**config.mk**
```make
export PLATFORM = sky130hd
export DESIGN_NAME = pipe_trace_buffer
export DESIGN_NICKNAME = d
export VERILOG_FILES = /design/src/rtl/pipe_trace_buffer_pkg.sv /design/src/rtl/pipe_trace_buffer_trace_ram.sv /design/src/rtl/pipe_trace_buffer.sv
export SDC_FILE = /design/constraint.sdc
export NUM_CORES = 2
export LEC_CHECK = 0
export CAP_MARGIN = 20
export CORE_AREA = 2 2 280 282
export CTS_BUF_LIST = sky130_fd_sc_hd__clkbuf_4
export CTS_CLUSTER_DIAMETER = 100
export CTS_CLUSTER_SIZE = 14
export DETAILED_ROUTE_END_ITERATION = 7
export DIE_AREA = 0 0 282 284
export GPL_ROUTABILITY_DRIVEN = 0
export GPL_TIMING_DRIVEN = 0
export PLACE_DENSITY_LB_ADDON = 0.05
export SLEW_MARGIN = 5
export SYNTH_ARGS = -nofsm -noshare
export SYNTH_HDL_FRONTEND = slang
export SYNTH_SLANG_ARGS = --single-unit
```
**constraint.sdc**
```tcl
create_clock -name clk -period 4.25 [get_ports clk]
set_clock_uncertainty 0.1 [all_clocks]
set_input_delay 1.0625 -clock clk [delete_from_list [all_inputs] [get_ports clk]]
set_output_delay 1.0625 -clock clk [all_outputs]
set_load 0.005 [all_outputs]
```
**src/rtl/pipe_trace_buffer_pkg.sv**
```systemverilog
// Shared definitions for the pipeline trace buffer.
//   state_e      capture/readout FSM states
//   trig_mode_e  trigger source selection (matches the 2-bit trig_mode port)
//   entry_width  packed entry width for a given PC/data width:
//                {Stall_flush, WB_RegWrite, WB_WriteRegister[4:0], PC, WB_WriteData}
package pipe_trace_buffer_pkg;

   typedef enum logic [2:0] {
      ST_IDLE,
      ST_ARMED,
      ST_POST,
      ST_DONE,
      ST_READOUT
   } state_e;

   typedef enum logic [1:0] {
      TRIG_IMM   = 2'd0,
      TRIG_PC    = 2'd1,
      TRIG_WREG  = 2'd2,
      TRIG_STALL = 2'd3
   } trig_mode_e;

   localparam int unsigned WREG_W = 5;

   function automatic int unsigned entry_width(input int unsigned data_w);
      return 2 * data_w + WREG_W + 2;
   endfunction

endpackage

```
**src/rtl/pipe_trace_buffer_trace_ram.sv**
```systemverilog
// Trace storage: DEPTH x WIDTH, one write port, one synchronous read port.
//   clk_i    rising-edge clock
//   we_i     write enable, waddr_i/wdata_i written on the edge
//   re_i     read enable; rdata_o updates only when set, otherwise holds
//   raddr_i  read address
//   rdata_o  registered read data
// The array carries no reset.
module trace_ram #(
   parameter int unsigned DEPTH = 16,
   parameter int unsigned WIDTH = 71
) (
   input  logic                     clk_i,
   input  logic                     we_i,
   input  logic [$clog2(DEPTH)-1:0] waddr_i,
   input  logic [WIDTH-1:0]         wdata_i,
   input  logic                     re_i,
   input  logic [$clog2(DEPTH)-1:0] raddr_i,
   output logic [WIDTH-1:0]         rdata_o
);

   logic [WIDTH-1:0] mem_q [DEPTH];

   always_ff @(posedge clk_i) begin
      if (we_i) mem_q[waddr_i] <= wdata_i;
      if (re_i) rdata_o <= mem_q[raddr_i];
   end

endmodule

```
**src/rtl/pipe_trace_buffer.sv**
```systemverilog
// Pipeline trace buffer: records WB/PC state per qualified cycle into a
// circular buffer, stops a programmable number of samples after a trigger,
// then streams the capture out oldest-first over a valid/ready port.
//   clk, reset               clock, async active-high reset
//   arm, abort, start_read   control pulses
//   sample_en, PC_in, WB_*, Stall_flush   sample inputs
//   trig_mode, trig_value    trigger selection / compare value
//   post_count               samples kept after trigger (clamped to DEPTH-1)
//   rd_ready/rd_valid/rd_data/rd_last     readout stream
//   armed, triggered, done, trig_pos      status
module pipe_trace_buffer
   import pipe_trace_buffer_pkg::*;
#(
   parameter  int unsigned DEPTH   = 16,
   parameter  int unsigned DATA_W  = 32,
   localparam int unsigned AW      = $clog2(DEPTH),
   localparam int unsigned ENTRY_W = entry_width(DATA_W)
) (
   input  logic               clk,
   input  logic               reset,
   input  logic               arm,
   input  logic               abort,
   input  logic               sample_en,
   input  logic [DATA_W-1:0]  PC_in,
   input  logic               WB_RegWrite,
   input  logic [4:0]         WB_WriteRegister,
   input  logic [DATA_W-1:0]  WB_WriteData,
   input  logic               Stall_flush,
   input  logic [1:0]         trig_mode,
   input  logic [DATA_W-1:0]  trig_value,
   input  logic [AW:0]        post_count,
   input  logic               start_read,
   input  logic               rd_ready,
   output logic               rd_valid,
   output logic [ENTRY_W-1:0] rd_data,
   output logic               rd_last,
   output logic               armed,
   output logic               triggered,
   output logic               done,
   output logic [AW-1:0]      trig_pos
);

   localparam logic [AW:0] FULL     = (AW+1)'(DEPTH);
   localparam logic [AW:0] MAX_POST = (AW+1)'(DEPTH - 1);
   localparam logic [AW:0] ONE      = (AW+1)'(1);

   state_e          state_q, state_d;
   logic [AW-1:0]   wr_ptr_q, wr_ptr_d;
   logic [AW:0]     fill_q, fill_d;
   logic [AW-1:0]   rd_ptr_q, rd_ptr_d;
   logic [AW:0]     rd_cnt_q, rd_cnt_d;
   logic [AW-1:0]   remain_q, remain_d;
   logic [AW-1:0]   trig_pos_q, trig_pos_d;
   logic            rd_valid_q, rd_valid_d;

   logic               we, re;
   logic [AW-1:0]      raddr, start_ptr;
   logic [ENTRY_W-1:0] entry_wdata, ram_rdata;
   logic [AW:0]        pc_clamped, trig_room, trig_idx, fill_inc;
   logic               trig_hit;

   assign entry_wdata = {Stall_flush, WB_RegWrite, WB_WriteRegister, PC_in, WB_WriteData};
   assign pc_clamped  = (post_count > MAX_POST) ? MAX_POST : post_count;
   // Trigger index in readout order: entries before it, capped by how many
   // older entries survive once the post-trigger samples have been written.
   assign trig_room   = MAX_POST - pc_clamped;
   assign trig_idx    = (fill_q < trig_room) ? fill_q : trig_room;
   assign fill_inc    = (fill_q == FULL) ? fill_q : fill_q + 1'b1;
   assign start_ptr   = (fill_q == FULL) ? wr_ptr_q : '0;

   always_comb begin
      trig_hit = 1'b0;
      unique case (trig_mode_e'(trig_mode))
         TRIG_IMM:   trig_hit = 1'b1;
         TRIG_PC:    trig_hit = (PC_in == trig_value);
         TRIG_WREG:  trig_hit = WB_RegWrite && (WB_WriteRegister == trig_value[4:0]);
         TRIG_STALL: trig_hit = Stall_flush;
      endcase
   end

   always_comb begin
      state_d    = state_q;
      wr_ptr_d   = wr_ptr_q;
      fill_d     = fill_q;
      rd_ptr_d   = rd_ptr_q;
      rd_cnt_d   = rd_cnt_q;
      remain_d   = remain_q;
      trig_pos_d = trig_pos_q;
      rd_valid_d = rd_valid_q;
      we         = 1'b0;
      re         = 1'b0;
      raddr      = rd_ptr_q;

      if (abort) begin
         state_d    = ST_IDLE;
         rd_valid_d = 1'b0;
      end else begin
         unique case (state_q)
            ST_IDLE: begin
               if (arm) begin
                  state_d  = ST_ARMED;
                  wr_ptr_d = '0;
                  fill_d   = '0;
               end
            end
            ST_ARMED: begin
               if (sample_en) begin
                  we       = 1'b1;
                  wr_ptr_d = wr_ptr_q + 1'b1;
                  fill_d   = fill_inc;
                  if (trig_hit) begin
                     trig_pos_d = trig_idx[AW-1:0];
                     remain_d   = pc_clamped[AW-1:0];
                     state_d    = (pc_clamped == '0) ? ST_DONE : ST_POST;
                  end
               end
            end
            ST_POST: begin
               if (sample_en) begin
                  we       = 1'b1;
                  wr_ptr_d = wr_ptr_q + 1'b1;
                  fill_d   = fill_inc;
                  remain_d = remain_q - 1'b1;
                  if (remain_q == ONE[AW-1:0]) state_d = ST_DONE;
               end
            end
            ST_DONE: begin
               if (arm) begin
                  state_d  = ST_ARMED;
                  wr_ptr_d = '0;
                  fill_d   = '0;
               end else if (start_read) begin
                  // Issue the first read now so data is valid next cycle.
                  state_d    = ST_READOUT;
                  rd_ptr_d   = start_ptr;
                  rd_cnt_d   = fill_q;
                  raddr      = start_ptr;
                  re         = 1'b1;
                  rd_valid_d = 1'b1;
               end
            end
            ST_READOUT: begin
               // rd_ptr_q addresses the entry currently presented; the RAM
               // read register holds it until the next transfer.
               if (rd_valid_q && rd_ready) begin
                  if (rd_cnt_q == ONE) begin
                     state_d    = ST_IDLE;
                     rd_valid_d = 1'b0;
                  end else begin
                     rd_ptr_d = rd_ptr_q + 1'b1;
                     raddr    = rd_ptr_q + 1'b1;
                     re       = 1'b1;
                     rd_cnt_d = rd_cnt_q - 1'b1;
                  end
               end
            end
            default: state_d = ST_IDLE;
         endcase
      end
   end

   always_ff @(posedge clk or posedge reset) begin
      if (reset) begin
         state_q    <= ST_IDLE;
         wr_ptr_q   <= '0;
         fill_q     <= '0;
         rd_ptr_q   <= '0;
         rd_cnt_q   <= '0;
         remain_q   <= '0;
         trig_pos_q <= '0;
         rd_valid_q <= 1'b0;
      end else begin
         state_q    <= state_d;
         wr_ptr_q   <= wr_ptr_d;
         fill_q     <= fill_d;
         rd_ptr_q   <= rd_ptr_d;
         rd_cnt_q   <= rd_cnt_d;
         remain_q   <= remain_d;
         trig_pos_q <= trig_pos_d;
         rd_valid_q <= rd_valid_d;
      end
   end

   trace_ram #(
      .DEPTH (DEPTH),
      .WIDTH (ENTRY_W)
   ) u_trace_ram (
      .clk_i   (clk),
      .we_i    (we),
      .waddr_i (wr_ptr_q),
      .wdata_i (entry_wdata),
      .re_i    (re),
      .raddr_i (raddr),
      .rdata_o (ram_rdata)
   );

   // RAM read register has no reset; gate data so idle/reset output is zero.
   assign rd_valid  = rd_valid_q;
   assign rd_data   = rd_valid_q ? ram_rdata : '0;
   assign rd_last   = rd_valid_q && (rd_cnt_q == ONE);
   assign armed     = (state_q == ST_ARMED);
   assign triggered = (state_q == ST_POST) || (state_q == ST_DONE);
   assign done      = (state_q == ST_DONE);
   assign trig_pos  = trig_pos_q;

endmodule

```
-- Word-level counts from Yosys, hierarchy flattened
Memory sizes are Yosys's and may differ from the RTL's. A register that Yosys moved wholly into a read port is not among the register bits.
Index checks and enable logic that the tools add are counted.
Widths: inputs -> output; s select.
- memories kept: 1
- word-level logic and storage cells: 126
- output and inout bits: 80
- register bits after elaboration: 30
- input bits: 117
- RAM bits: 1136
- memory list (name ; words ; bits a word ; rd ports ; clocked after memory_dff ; write ports ; RTL line ; source):
    u_trace_ram.mem_q ; 16 ; 71 ; 1 ; 1 ; 1 ; pipe_trace_buffer_trace_ram.sv:21 ; logic [WIDTH-1:0] mem_q [DEPTH];
- $lt $le $gt $ge: 2
- bitwise gates (word level): 1
- muxes and demuxes: 56
- $add $sub $neg: 6
- reduce and logical (&&, ||, !) cells: 20
- equality and inequality tests: 32
- operators by type and width (kind ; number):
    $mux 71 ; 1
    $mux 4 ; 12
    $mux 5 ; 8
    $eq 32x32->1 ; 1
    $mux 3 ; 10
    $ne 3x3->1 const B ; 8
    $pmux 4 s2 ; 3
    $pmux 5 s2 ; 2
    $mux 1 ; 16
    $pmux 3 s5 ; 1
    $reduce_and 5->1 ; 3
    $ne 2x2->1 const B ; 7
    $add 4x1->4 const B ; 2
    $reduce_and 4->1 ; 2
    $reduce_and 8->1 ; 1
    $eq 3x2->1 const B ; 2
    $ne 2x1->1 const B ; 3
    $reduce_and 6->1 ; 1
    $reduce_bool 2->1 ; 3
    $add 5x1->5 const B ; 1
    $eq 5x1->1 const B ; 1
    $eq 5x5->1 ; 1
    $eq 5x5->1 const B ; 1
    $gt 5x4->1 const B ; 1
    21 further kinds ; 26

-- Logic depth before layout (Yosys ltp)
- depth after elaboration: 8
- depth in mapped cells: 13
- mapped depth without buffers: 10

-- Cells and area by module
Synthesis repeated with hierarchy kept, for this count alone.
- cells, all modules: 2185
- area total of the unflattened synthesis: 47506.8 um^2
- modules (own cells, without submodules) (module ; cells an instance ; area each (um^2) ; instances):
    trace_ram ; 1826 ; 44622.8 ; 1
    pipe_trace_buffer ; 359 ; 2884.0 ; 1

-- Worst setup path after synthesis
OpenSTA, ideal clock, no wires.
- kind: input to register
- start point: input arm
- end point: register rd_cnt_q[1]
- setup time: 0.125 ns
- arrival: 4.229 ns
- data required time: 4.025 ns
- path slack: -0.204 ns
- stages on the path: 8
- cell sequence: nand4bb_1 clkbuf_1 inv_1 nand2_1 a21oi_1 clkbuf_1 o211ai_1 o21ai_0
- longest elaborated chain between the ends: 2
- RTL lines (item ; RTL line ; source):
    start, declared ; pipe_trace_buffer.sv:21 ; input logic arm,
    $ne 2x2->1 (no source line) ; n/a ;
    $reduce_and 6->1 (no source line) ; n/a ;
    end signal, assigned ; pipe_trace_buffer.sv:177 ; rd_cnt_q <= rd_cnt_d;
    end, declared ; pipe_trace_buffer.sv:51 ; logic [AW:0] rd_cnt_q, rd_cnt_d;
Every way passes these cells.
A chain may end at the register's enable or synchronous reset.

-- Final worst setup path
- start point: input abort
- end point: register u_trace_ram.rdata_o[9] (read register of u_trace_ram.mem_q), data pin
- longest elaborated chain between the ends: 1
- elaborated cells between the ends (all ways): 2
- RTL lines (item ; RTL line ; source):
    start, declared ; pipe_trace_buffer.sv:22 ; input logic abort,
    $mux 4 / $mux 1 (equally long branches) ; n/a ;
    end, declared ; pipe_trace_buffer_trace_ram.sv:18 ; output logic [WIDTH-1:0] rdata_o
Parallel ways exist; a longest one is shown, timed or not.

==> flow_summary.toml <==
[outcome]
status = "finished, violations left"
violations = "design-rule violations"

[setup_path]
worstPathCellList = "clkdlybuf4s50_1 > clkbuf_1 > nor3_1 > o2bb2ai_1 > a221o_1 > buf_4 > nand3_2 > buf_2 > o22ai_1 > or4_1"
worstReg2RegStart = "state_q[0]"
critPathBufInv = 4
path_delay_family = "buffers and inverters"
worst_path_max_delay_cell = "clkdlybuf4s50_1"
cp_num_cells = 10
timing.rr.end = "u_trace_ram.rdata_o[5]"
reg2regPathDepth = 11
end_kind = "flop"
r2r_setup_slack_ns = 0.20
critPathMaxFanout = 10
worstPathArrival_ns = 4.65
start_kind = "input pin"
critPathMaxStageDelay_ns = 0.64
critPathKind = "in2reg"
worstPathRequired_ns = 4.81

[sta]
max_slew.worst_pin.slew_ns = 0.9328
finalCriticalPeriod_ns = 4.091
maxSlewViolCount = 0
finalWorstSetupSlack_ns = 0.1592
setup_viol = 0
clock.fmax_mhz = 244.5
rsz0062_at_grt = "false"
slew_headroom_pct = 37.81
timing.final.crit_share_pct = 96.25
final_hold_viol_count = 0

[final_layout]
post_route_cells_drive_above_1_share_pct = 9.831
nNetsFinal = 3189
area_delta_synth_final_pct = 10.02
fin_cells = 4117
fin_area_um2 = 53130
final_util_pct = 69.05

[detailed_routing]
drt-initial-drc-count = 2967
num_vias = 26530
wl_per_cell_um = 28.50
drc = 1
antenna_left = 0
vias_per_cell = 6.443
firstDrtPassIters = 8
drt-total-wl_mm = 117.3

[synth]
ys_types = 65
synth_fp_nets = 2875
synth_area_leaders = "edfxtp_1 75%, mux2i_1 10%, o22ai_1 2.8%, dfrtp_1 1.6%, a221oi_1 1.3%"
synth-edff-count = 1207
synthArstFlopShare_pct = 2.425
syn_inst = 2743
synth_fa_ha_area_share_pct = 0.3886
ys_seq_area_share_pct = 76.60
synth-compound-area-share_pct = 5.785
synth_top_area_share_pct = 75.05
synth_top_family_by_area = "multiplexers"
synthSimpleGateAreaFrac_pct = 4.200
synth_xor_area_share_pct = 0.6347
synth_top_flop_cell = "edfxtp_1"
muxShareOfSynthArea_pct = 10.52
syn_avg_cell_area_um2 = 17.61
synth_seq_cells = 1237
syn_area_um2 = 48300
synth_top_area_cell = "edfxtp_1"
ys_warn_count = 0

[place]
dpl_worst_slack_ns = -1.136
dp_hpwl_mm = 74.10
io_buffer_count = 196
placed_cell_area_um2 = 52080
place_inst = 3998

[floorplanning]
floorplan.initialDensity_pct = 62.76
ios = 197
die_x_um = 282
core_um2 = 76960
die_area_um2 = 80090
die_h_um = 284
rows = 102

[global_route]
grt_overflow_total = 0
antenna_found_initial = 8
grt_pass1_wl_mm = 171.2
groute.usage.overall_pct = 29.42
grt_max_degree = 48
grt_pass1_vias = 26670

[min_path]
hold_path_class = "in2async"

[clock_tree]
clk_pin_slew_ns = 0.16
clockBufferDepth = 3
cts_hold_buf = 0
cts_sinks = 1237
cts_tree = "built"
post_cts_buffers = 0
cts_buffers = 98
htree_levels = 3
clkLatencyLatePin_ns = 0.94
clockRootBuffer = "clkbuf_4"

[job]
drv_cap = 0

[power]
p_leak_nw = 20.16
power_density_nw_per_um2 = 378.3
peakVddDrop_mv = 0.2591
[worst register-to-register path, cell delays in order, from the launching register on]
cell      delay (ns)
dfrtp_1         0.46
or3b_1          0.39
buf_2           0.19
o221a_2         0.28
a211oi_1        0.20
and2_1          0.30
buf_6           0.22
buf_4           0.28
buf_4           0.30
mux2i_1         0.22
o22ai_1         0.17
or4_1           0.65
[logic make-up (layout without fill, tap and decap cells)]
kind of cell             count (synthesis)  count (layout)
XOR/XNOR                                35              35
multiplexers                           507             507
buffers and inverters                  178             507
other                                    1               6
AO/OA/AOI/OAI                          424             424
AND/OR/NAND/NOR                        346             346
adder cells (fa/ha/maj)                 15              15
flip-flops                            1237            1237
[Yosys cell counts, drive strengths merged (2+ instances only)]
library cell     n
nand3           17
xnor2            3
ha              15
or3              5
and3            10
nor2            18
nor4            11
o22ai          215
o311ai           2
edfxtp        1207
clkbuf          38
o221a            2
nand4bb          2
a31oi            2
mux2i          501
nor3             8
a21o             4
a21oi           87
xor2            32
o211a            3
a211oi           2
a211o            2
o211ai           4
or4             71
nand2           90
and2            83
o21ai           15
nand2b           8
o22a             2
or3b             2
nor3b            3
nor2b            4
inv             20
nand4            6
mux2             6
a221oi          71
o221ai           3
or2              4
buf            120
dfrtp           30
[sequential cells by signal, summed over array words and instances (netlist names)]
name                 cells
trig_pos                 4
wr_ptr_q                 4
rd_valid                 1
rd_cnt_q                 5
u_trace_ram.mem_q     1136
fill_q                   5
u_trace_ram.rdata_o     71
rd_ptr_q                 4
remain_q                 4
state_q                  3
[placed cells by master (no fill, tap or decap), drive strengths merged, types with 3 or more instances in the layout]
master         Yosys  layout
ha                15      15
buf              120     127
o22ai            215     215
dfrtp             30      30
nand2b             8       8
a21oi             87      87
nand3             17      17
diode              0       5
and2              83      83
nand2             90      90
nor2b              4       4
nand4              6       6
a221oi            71      71
and3              10      10
o221ai             3       3
a21o               4       4
xor2              32      32
xnor2              3       3
edfxtp          1207    1207
o211a              3       3
or3                5       5
or2                4       4
mux2               6       6
o21ai             15      15
nor3               8       8
nor4              11      11
or4               71      71
nor3b              3       3
clkbuf            38     156
mux2i            501     501
clkdlybuf4s50      0     196
o211ai             4       4
nor2              18      18
inv               20      23
[where the power goes]
| part | switching [W] | internal [W] | total, W |
|---|---|---|---|
| Sequential | 0.000144 | 0.0137 | 0.0139 |
| Clock | 0.00348 | 0.00129 | 0.00478 |
| Combinational | 0.000899 | 0.000572 | 0.00147 |
[how the worst max path moves through the flow]
stage	from	slack, ns	endpoint
after global routing	rd_valid	0.06	rd_data[69]
after floorplan	abort	0.10	u_trace_ram.mem_q[0][0]
after global placement	abort	-2.65	u_trace_ram.mem_q[9][31]
after detailed placement	arm	-1.14	u_trace_ram.rdata_o[42]
after CTS	state_q[0]	0.02	u_trace_ram.rdata_o[1]
final	abort	0.16	u_trace_ram.rdata_o[9]
[routing by layer]
layer,up-vias,track usage (%),wire [um]
li1,11590,-,-
met1,13510,40.80,46690
met2,1230,48.40,57860
met3,196,5.039,9483
met4,6,8.590,3261
met5,-,0,38
[layout make-up]
type	count	area, um2
fillers	5047	23820
well taps	1040	1301
clock buffers	107	803.3
flip-flops and latches	1237	37000
repair buffers	215	2407
plain buffers	157	962.2
inverters	20	75.07
diodes	5	12.51
clock inverters	8	102.6
multi-input cells	1328	10480
[metrics by stage]
step,hold WS [ns],total power (W),TNS [ns]
2_1_floorplan,0.3657,0.01485,0
3_3_place_gp,0.3744,0.01549,-2832.17
3_5_place_dp,0.4023,0.01559,-116.78
4_1_cts,0.3607,0.02014,0
5_1_grt,0.4184,0.02076,0
6_report,0.4295,0.02010,0
[what timing repair did]
item                                    4_1_cts  5_1_grt
endpoints found under the setup margin      141       64
gates cloned                                  0        0
resized for setup                            32       32
Power figures use the tool's default switching activity.
